<file path="config.mk">
export PLATFORM = sky130hd
export DESIGN_NAME = hls_macc_ctrl_master
export DESIGN_NICKNAME = d
export VERILOG_FILES = /design/src/rtl/hls_macc_ctrl_master.sv
export SDC_FILE = /design/constraint.sdc
export NUM_CORES = 2
export LEC_CHECK = 0
export CORE_AREA = 2 2 597 599
export CTS_BUF_LIST = sky130_fd_sc_hd__clkbuf_8
export DETAILED_ROUTE_END_ITERATION = 12
export DIE_AREA = 0 0 599 601
export DONT_BUFFER_PORTS = 1
export GPL_TIMING_DRIVEN = 0
export PLACE_DENSITY = 0.3
export RECOVER_POWER = 50
export SLEW_MARGIN = 20
export SYNTH_ARGS = -nofsm -noshare
export SYNTH_HDL_FRONTEND = slang
export SYNTH_SLANG_ARGS = --single-unit
</file>
<file path="constraint.sdc">
create_clock -name ap_clk -period 3.7 [get_ports ap_clk]
set_clock_uncertainty 0.2 [all_clocks]
set_input_delay 0.74 -clock ap_clk [delete_from_list [all_inputs] [get_ports ap_clk]]
set_output_delay 0.74 -clock ap_clk [all_outputs]
set_load 0.02 [all_outputs]
</file>
<file path="src/rtl/hls_macc_ctrl_master.sv">
// ap_ctrl_hs initiator for hls_macc_0_obf: takes one job, runs the core, returns captured outputs.
// Optional HLS_MACC_CTRL_PERF_EN adds perf_jobs / perf_last_lat counters.
module hls_macc_ctrl_master #(
  parameter int unsigned TIMEOUT_CYCLES = 64,
  parameter logic [31:0] OUT30_INIT     = 32'd0
) (
  input  logic         ap_clk,
  input  logic         ap_rst,
  input  logic         job_valid,
  output logic         job_ready,
  input  logic [639:0] job_operands,
  input  logic         seed_valid,
  input  logic [31:0]  seed_data,
  output logic [639:0] core_operands,
  output logic         core_ap_start,
  input  logic         core_ap_done,
  input  logic         core_ap_idle,
  input  logic         core_ap_ready,
  input  logic [31:0]  core_out13,
  input  logic         core_out13_vld,
  output logic [31:0]  core_out30_i,
  input  logic [31:0]  core_out30_o,
  input  logic         core_out30_vld,
  input  logic [31:0]  core_out31,
  input  logic         core_out31_vld,
  output logic         res_valid,
  input  logic         res_ready,
  output logic [31:0]  res_out13,
  output logic [31:0]  res_out30,
  output logic [31:0]  res_out31,
  output logic [3:0]   res_status,
  output logic         busy
`ifdef HLS_MACC_CTRL_PERF_EN
  ,
  output logic [31:0]  perf_jobs,
  output logic [15:0]  perf_last_lat
`endif
);

  typedef enum logic [3:0] {
    S_IDLE  = 4'b0001,
    S_START = 4'b0010,
    S_WAIT  = 4'b0100,
    S_RESP  = 4'b1000
  } state_t;

  localparam logic [15:0] TO_LAST = 16'(TIMEOUT_CYCLES - 1);

  state_t         r_state;
  state_t         w_next;
  logic [15:0]    r_cnt;
  logic [31:0]    r_shadow;
  logic [639:0]   r_ops;
  logic [31:0]    r_out13;
  logic [31:0]    r_out30;
  logic [31:0]    r_out31;
  logic [3:0]     r_status;
  logic           w_active;
  logic           w_accept;
  logic           w_done_evt;
  logic           w_timeout;

  assign w_active = (r_state == S_START) || (r_state == S_WAIT);
  assign w_accept = (r_state == S_IDLE) && job_valid && core_ap_idle;
  // In START, completion only counts once the core has also taken the start.
  assign w_done_evt = (r_state == S_START) ? (core_ap_ready && core_ap_done)
                                           : ((r_state == S_WAIT) && core_ap_done);
  assign w_timeout = w_active && (r_cnt == TO_LAST) && !w_done_evt;

  always_comb begin
    w_next        = r_state;
    job_ready     = 1'b0;
    core_ap_start = 1'b0;
    res_valid     = 1'b0;
    case (r_state)
      S_IDLE: begin
        job_ready = core_ap_idle;
        if (w_accept) w_next = S_START;
      end
      S_START: begin
        core_ap_start = 1'b1;
        if (w_timeout)          w_next = S_RESP;
        else if (core_ap_ready) w_next = core_ap_done ? S_RESP : S_WAIT;
      end
      S_WAIT: begin
        if (w_timeout || core_ap_done) w_next = S_RESP;
      end
      S_RESP: begin
        res_valid = 1'b1;
        if (res_ready) w_next = S_IDLE;
      end
      default: w_next = S_IDLE;
    endcase
  end

  always_ff @(posedge ap_clk) begin
    if (ap_rst) begin
      r_state  <= S_IDLE;
      r_cnt    <= '0;
      r_shadow <= OUT30_INIT;
      r_ops    <= '0;
      r_out13  <= '0;
      r_out30  <= '0;
      r_out31  <= '0;
      r_status <= '0;
    end else begin
      r_state <= w_next;
      if (w_accept) begin
        r_ops    <= job_operands;
        r_status <= '0;
        r_cnt    <= '0;
      end else if (w_active) begin
        r_cnt <= r_cnt + 16'd1;
      end
      if ((r_state == S_IDLE) && seed_valid)  r_shadow <= seed_data;
      else if (w_active && core_out30_vld)    r_shadow <= core_out30_o;
      if (w_active) begin
        if (core_out13_vld) begin r_out13 <= core_out13;   r_status[0] <= 1'b1; end
        if (core_out30_vld) begin r_out30 <= core_out30_o; r_status[1] <= 1'b1; end
        if (core_out31_vld) begin r_out31 <= core_out31;   r_status[2] <= 1'b1; end
        if (w_timeout) r_status[3] <= 1'b1;
      end
    end
  end

  assign core_operands = r_ops;
  assign core_out30_i  = r_shadow;
  assign res_out13     = r_out13;
  assign res_out30     = r_out30;
  assign res_out31     = r_out31;
  assign res_status    = r_status;
  assign busy          = (r_state != S_IDLE);

`ifdef HLS_MACC_CTRL_PERF_EN
  logic [31:0] r_perf_jobs;
  logic [15:0] r_perf_lat;

  // r_cnt never exceeds TIMEOUT_CYCLES-1 <= 16'hFFFE, so the latency saturates by construction.
  always_ff @(posedge ap_clk) begin
    if (ap_rst) begin
      r_perf_jobs <= '0;
      r_perf_lat  <= '0;
    end else begin
      if ((r_state == S_RESP) && res_ready) r_perf_jobs <= r_perf_jobs + 32'd1;
      if (w_done_evt) r_perf_lat <= r_cnt;
    end
  end

  assign perf_jobs     = r_perf_jobs;
  assign perf_last_lat = r_perf_lat;
`endif

endmodule

</file>
==> results.ini <==
[outcome]
status=finished, final reports clean

[logic_synthesis]
synth.most_common_cell=nand2_1
seq_area_frac_synth_pct=58.13
syn-num-nets=4248
syn_area_per_cell_um2=7.864
synthCells=3468
synth-edff-count=0
synthDistinctLibCells=38
netlist_area_mm2=0.02727
synth.top_cells.by_count=1549 x nand2_1, 792 x dfxtp_1, 748 x a21oi_1
synth-warning-count=0
synth.area.top_cells=dfxtp_1 58%, nand2_1 21%, a21oi_1 14%, clkbuf_1 2.5%, buf_2 1.4%
synthArstFlopShare_pct=0
ys_seq_elements=792
synth_flop_cell=dfxtp_1
synth_top_cell_area_share_pct=58.13
yosysTopAreaCell=dfxtp_1

[cells_and_area]
drive_gt1_share_pct=7.187
layout.nets=5233
areaGrowthSynthToFinish_pct=64.97
fin_cells=9398
nFillCells=40970

[setup_path]
slowest_stage=buf_2
worstPathRequired_ps=4350
path_cells=nor4b_4, inv_1, nor2_4, buf_12, buf_2, buf_2, nand2_1, a21oi_1
rr_startpoint=r_state[1]
cp_data_arrival_time_ps=4010
cp_max_fo=10
cp_slowest_stage_delay_ps=550
path_buf_inv=4
crit_family=buffers and inverters
crit_top_cell=buf_2
cp-start-kind=flip-flop
timing_worst_setup_path_type=flip-flop to flip-flop
reg2reg_depth=8
crit_path_end_kind=flip-flop
reg2reg_to=core_operands[389]
worst-r2r-setup-slack_ps=340

[routing]
first_pass_iters=5
drtIter0Drc=3214
vias=31570
antenna_left=0
routed_wl_um=307600
viasPerCell=3.359
avgRoutedWirePerCell_um=32.73
drcViolationCount=0

[global_route]
grt_pass1_vias=29500
grt_pass1_wl_um=373700
grt_antenna_before_repair=245
globalRouteOverflowTotal=0
grt_max_degree=14
grt.total_usage_pct=16.36

[placed_design]
place_ws_ps=189.8
routabilityCongestion=1.043
port_buffers=0
dp.cells=8230
hpwl_um=272300

[clock_tree]
numCtsBuffers=170
clock_path_buffers=4
clock_latency_ps=940
root_buffer=clkbuf_8
htree_levels=4
cts_setup_buffers=0
cts.repair.resized=0
numClockSinks=792
cts_tree=yes
hold_buffers=802
path_clk_slew_ps=60

[die]
start_util_pct=7.704
pin_count=1555
core.rowCount=219
die_h_um=601
coreArea_mm2=0.3540
die_area_mm2=0.3600
die_width_um=599

[worst_hold_path]
hold_class=input port to flip-flop
worst_hold_path.endpoint=res_out31[1]
holdPathStages=4
hold_start=core_out31_vld

[pwr]
power_switching_mw=7.381
p_leak_nw=15.03
p_comb_share_pct=10.7
seq_power_share_pct=44.5
p_int_mw=15.10
clkPwrFrac_pct=44.8
p_sw_share_pct=32.83
pwr_density_cell_mw_per_mm2=499.7
peakVddDrop_uv=259.2

[sta]
period_minus_slack_ps=3356
finalHoldViolCount=0
post-route-period-util_pct=90.71
rsz0062_at_grt=no
fmax_mhz=298.0
max-slew-margin-rel_pct=27.75
slew_violations=0
setup-violations-final=0
final.setup.worst_slack_ps=343.9
tightest_slew_ps=1084

[run]
drv_cap=0

-- how the worst max path moves through the flow --
| stage | start | endpoint | slack, ps | depth (start not counted) |
|---|---|---|---|---|
| after floorplan | r_state[1] | core_ap_start | 1520 | 1 |
| after global placement | ap_rst | core_operands[449] | -1470 | 4 |
| after detailed placement | ap_rst | core_operands[98] | 190 | 5 |
| after CTS | r_state[1] | core_operands[464] | 300 | 8 |
| after global routing | r_state[1] | core_operands[468] | 200 | 8 |
| final | r_state[1] | core_operands[389] | 340 | 8 |
-- cells by family after synthesis --
kind of cell	synth area share [%]
DFF	58.13
AOI/OAI and AO/OA	14.85
xor gates and xnor gates	0.2845
buffers and inverters	3.954
and+or+nand+nor	22.74
adders and majority gates	0.04587
-- worst register-to-register path: stages (launching register included) --
cell	delay, ps
dfxtp_1	390
nor4b_4	410
inv_1	310
nor2_4	200
buf_12	200
buf_2	550
buf_2	390
nand2_1	360
a21oi_1	260
-- power groups by stage --
stage / logic, mW / clock network [mW] / registers [mW]
after floorplan: 0.778 / 0 / 9.69
after global placement: 1.36 / 0 / 10.2
after detailed placement: 1.39 / 0 / 10.2
after CTS: 2.43 / 10.5 / 10.0
after global routing: 2.56 / 10.8 / 10.0
final: 2.41 / 10.1 / 10.0
-- final cells by class --
type                    count  area [um^2]  area share [%]
flip-flops and latches    792        15860           35.24
multi-input cells        2414        10350           23.01
repair buffers            813         8218           18.26
well taps                4751         5944           13.21
clock buffers             202         2780           6.179
plain buffers             259         1074           2.386
clock inverters            81        551.8           1.226
diodes                     83        207.7          0.4616
inverters                   3        11.26         0.02503
-- registers in the layout (all words and copies together) (netlist names) --
name / cells
core_operands: 640
core_out30_i: 32
r_cnt: 16
r_state: 4
res_out13: 32
res_out30: 32
res_out31: 32
res_status: 4
-- routing by layer --
layer | global-route usage (%) | up-vias | routed length [um]
met4 | 4.470 | 176 | 9375
li1 | - | 13350 | -
met1 | 19.12 | 15360 | 117800
met3 | 7.504 | 602 | 37770
met2 | 26.72 | 2075 | 141500
met5 | 0 | - | 1165
-- through the flow --
step                setup TNS [ps]  total power [mW]  util (%)  hold WS, ps  area, um^2
finish                           0             22.49     12.71        187.7       44990
floorplan                        0             10.47         -        248.4       27270
global placement           -518110             11.59     9.383        276.1       33220
global route                     0             23.40     12.67        135.0       44850
detailed placement               0             11.62     9.444        268.3       33440
CTS                              0             22.99     12.65        33.00       44800
-- cell usage in the layout, fill, tap and decap left out, drive strengths merged, types with 3 or more instances in the layout --
| master | synthesis | final |
|---|---|---|
| or3 | 4 | 4 |
| clkinv | 0 | 9 |
| clkbuf | 182 | 387 |
| or4 | 5 | 5 |
| xor2 | 8 | 8 |
| inv | 3 | 65 |
| nand2 | 1549 | 1549 |
| dlygate4sd3 | 0 | 802 |
| nand3 | 13 | 13 |
| o21ai | 5 | 5 |
| nor4b | 4 | 4 |
| nor2 | 15 | 15 |
| clkinvlp | 0 | 5 |
| diode | 0 | 83 |
| and2 | 4 | 4 |
| o31ai | 3 | 3 |
| nand4 | 5 | 5 |
| bufinv | 0 | 5 |
| a21oi | 748 | 748 |
| dfxtp | 792 | 792 |
| buf | 77 | 85 |
| a31oi | 33 | 33 |
| and3 | 3 | 3 |
Power figures use the tool's default switching activity.
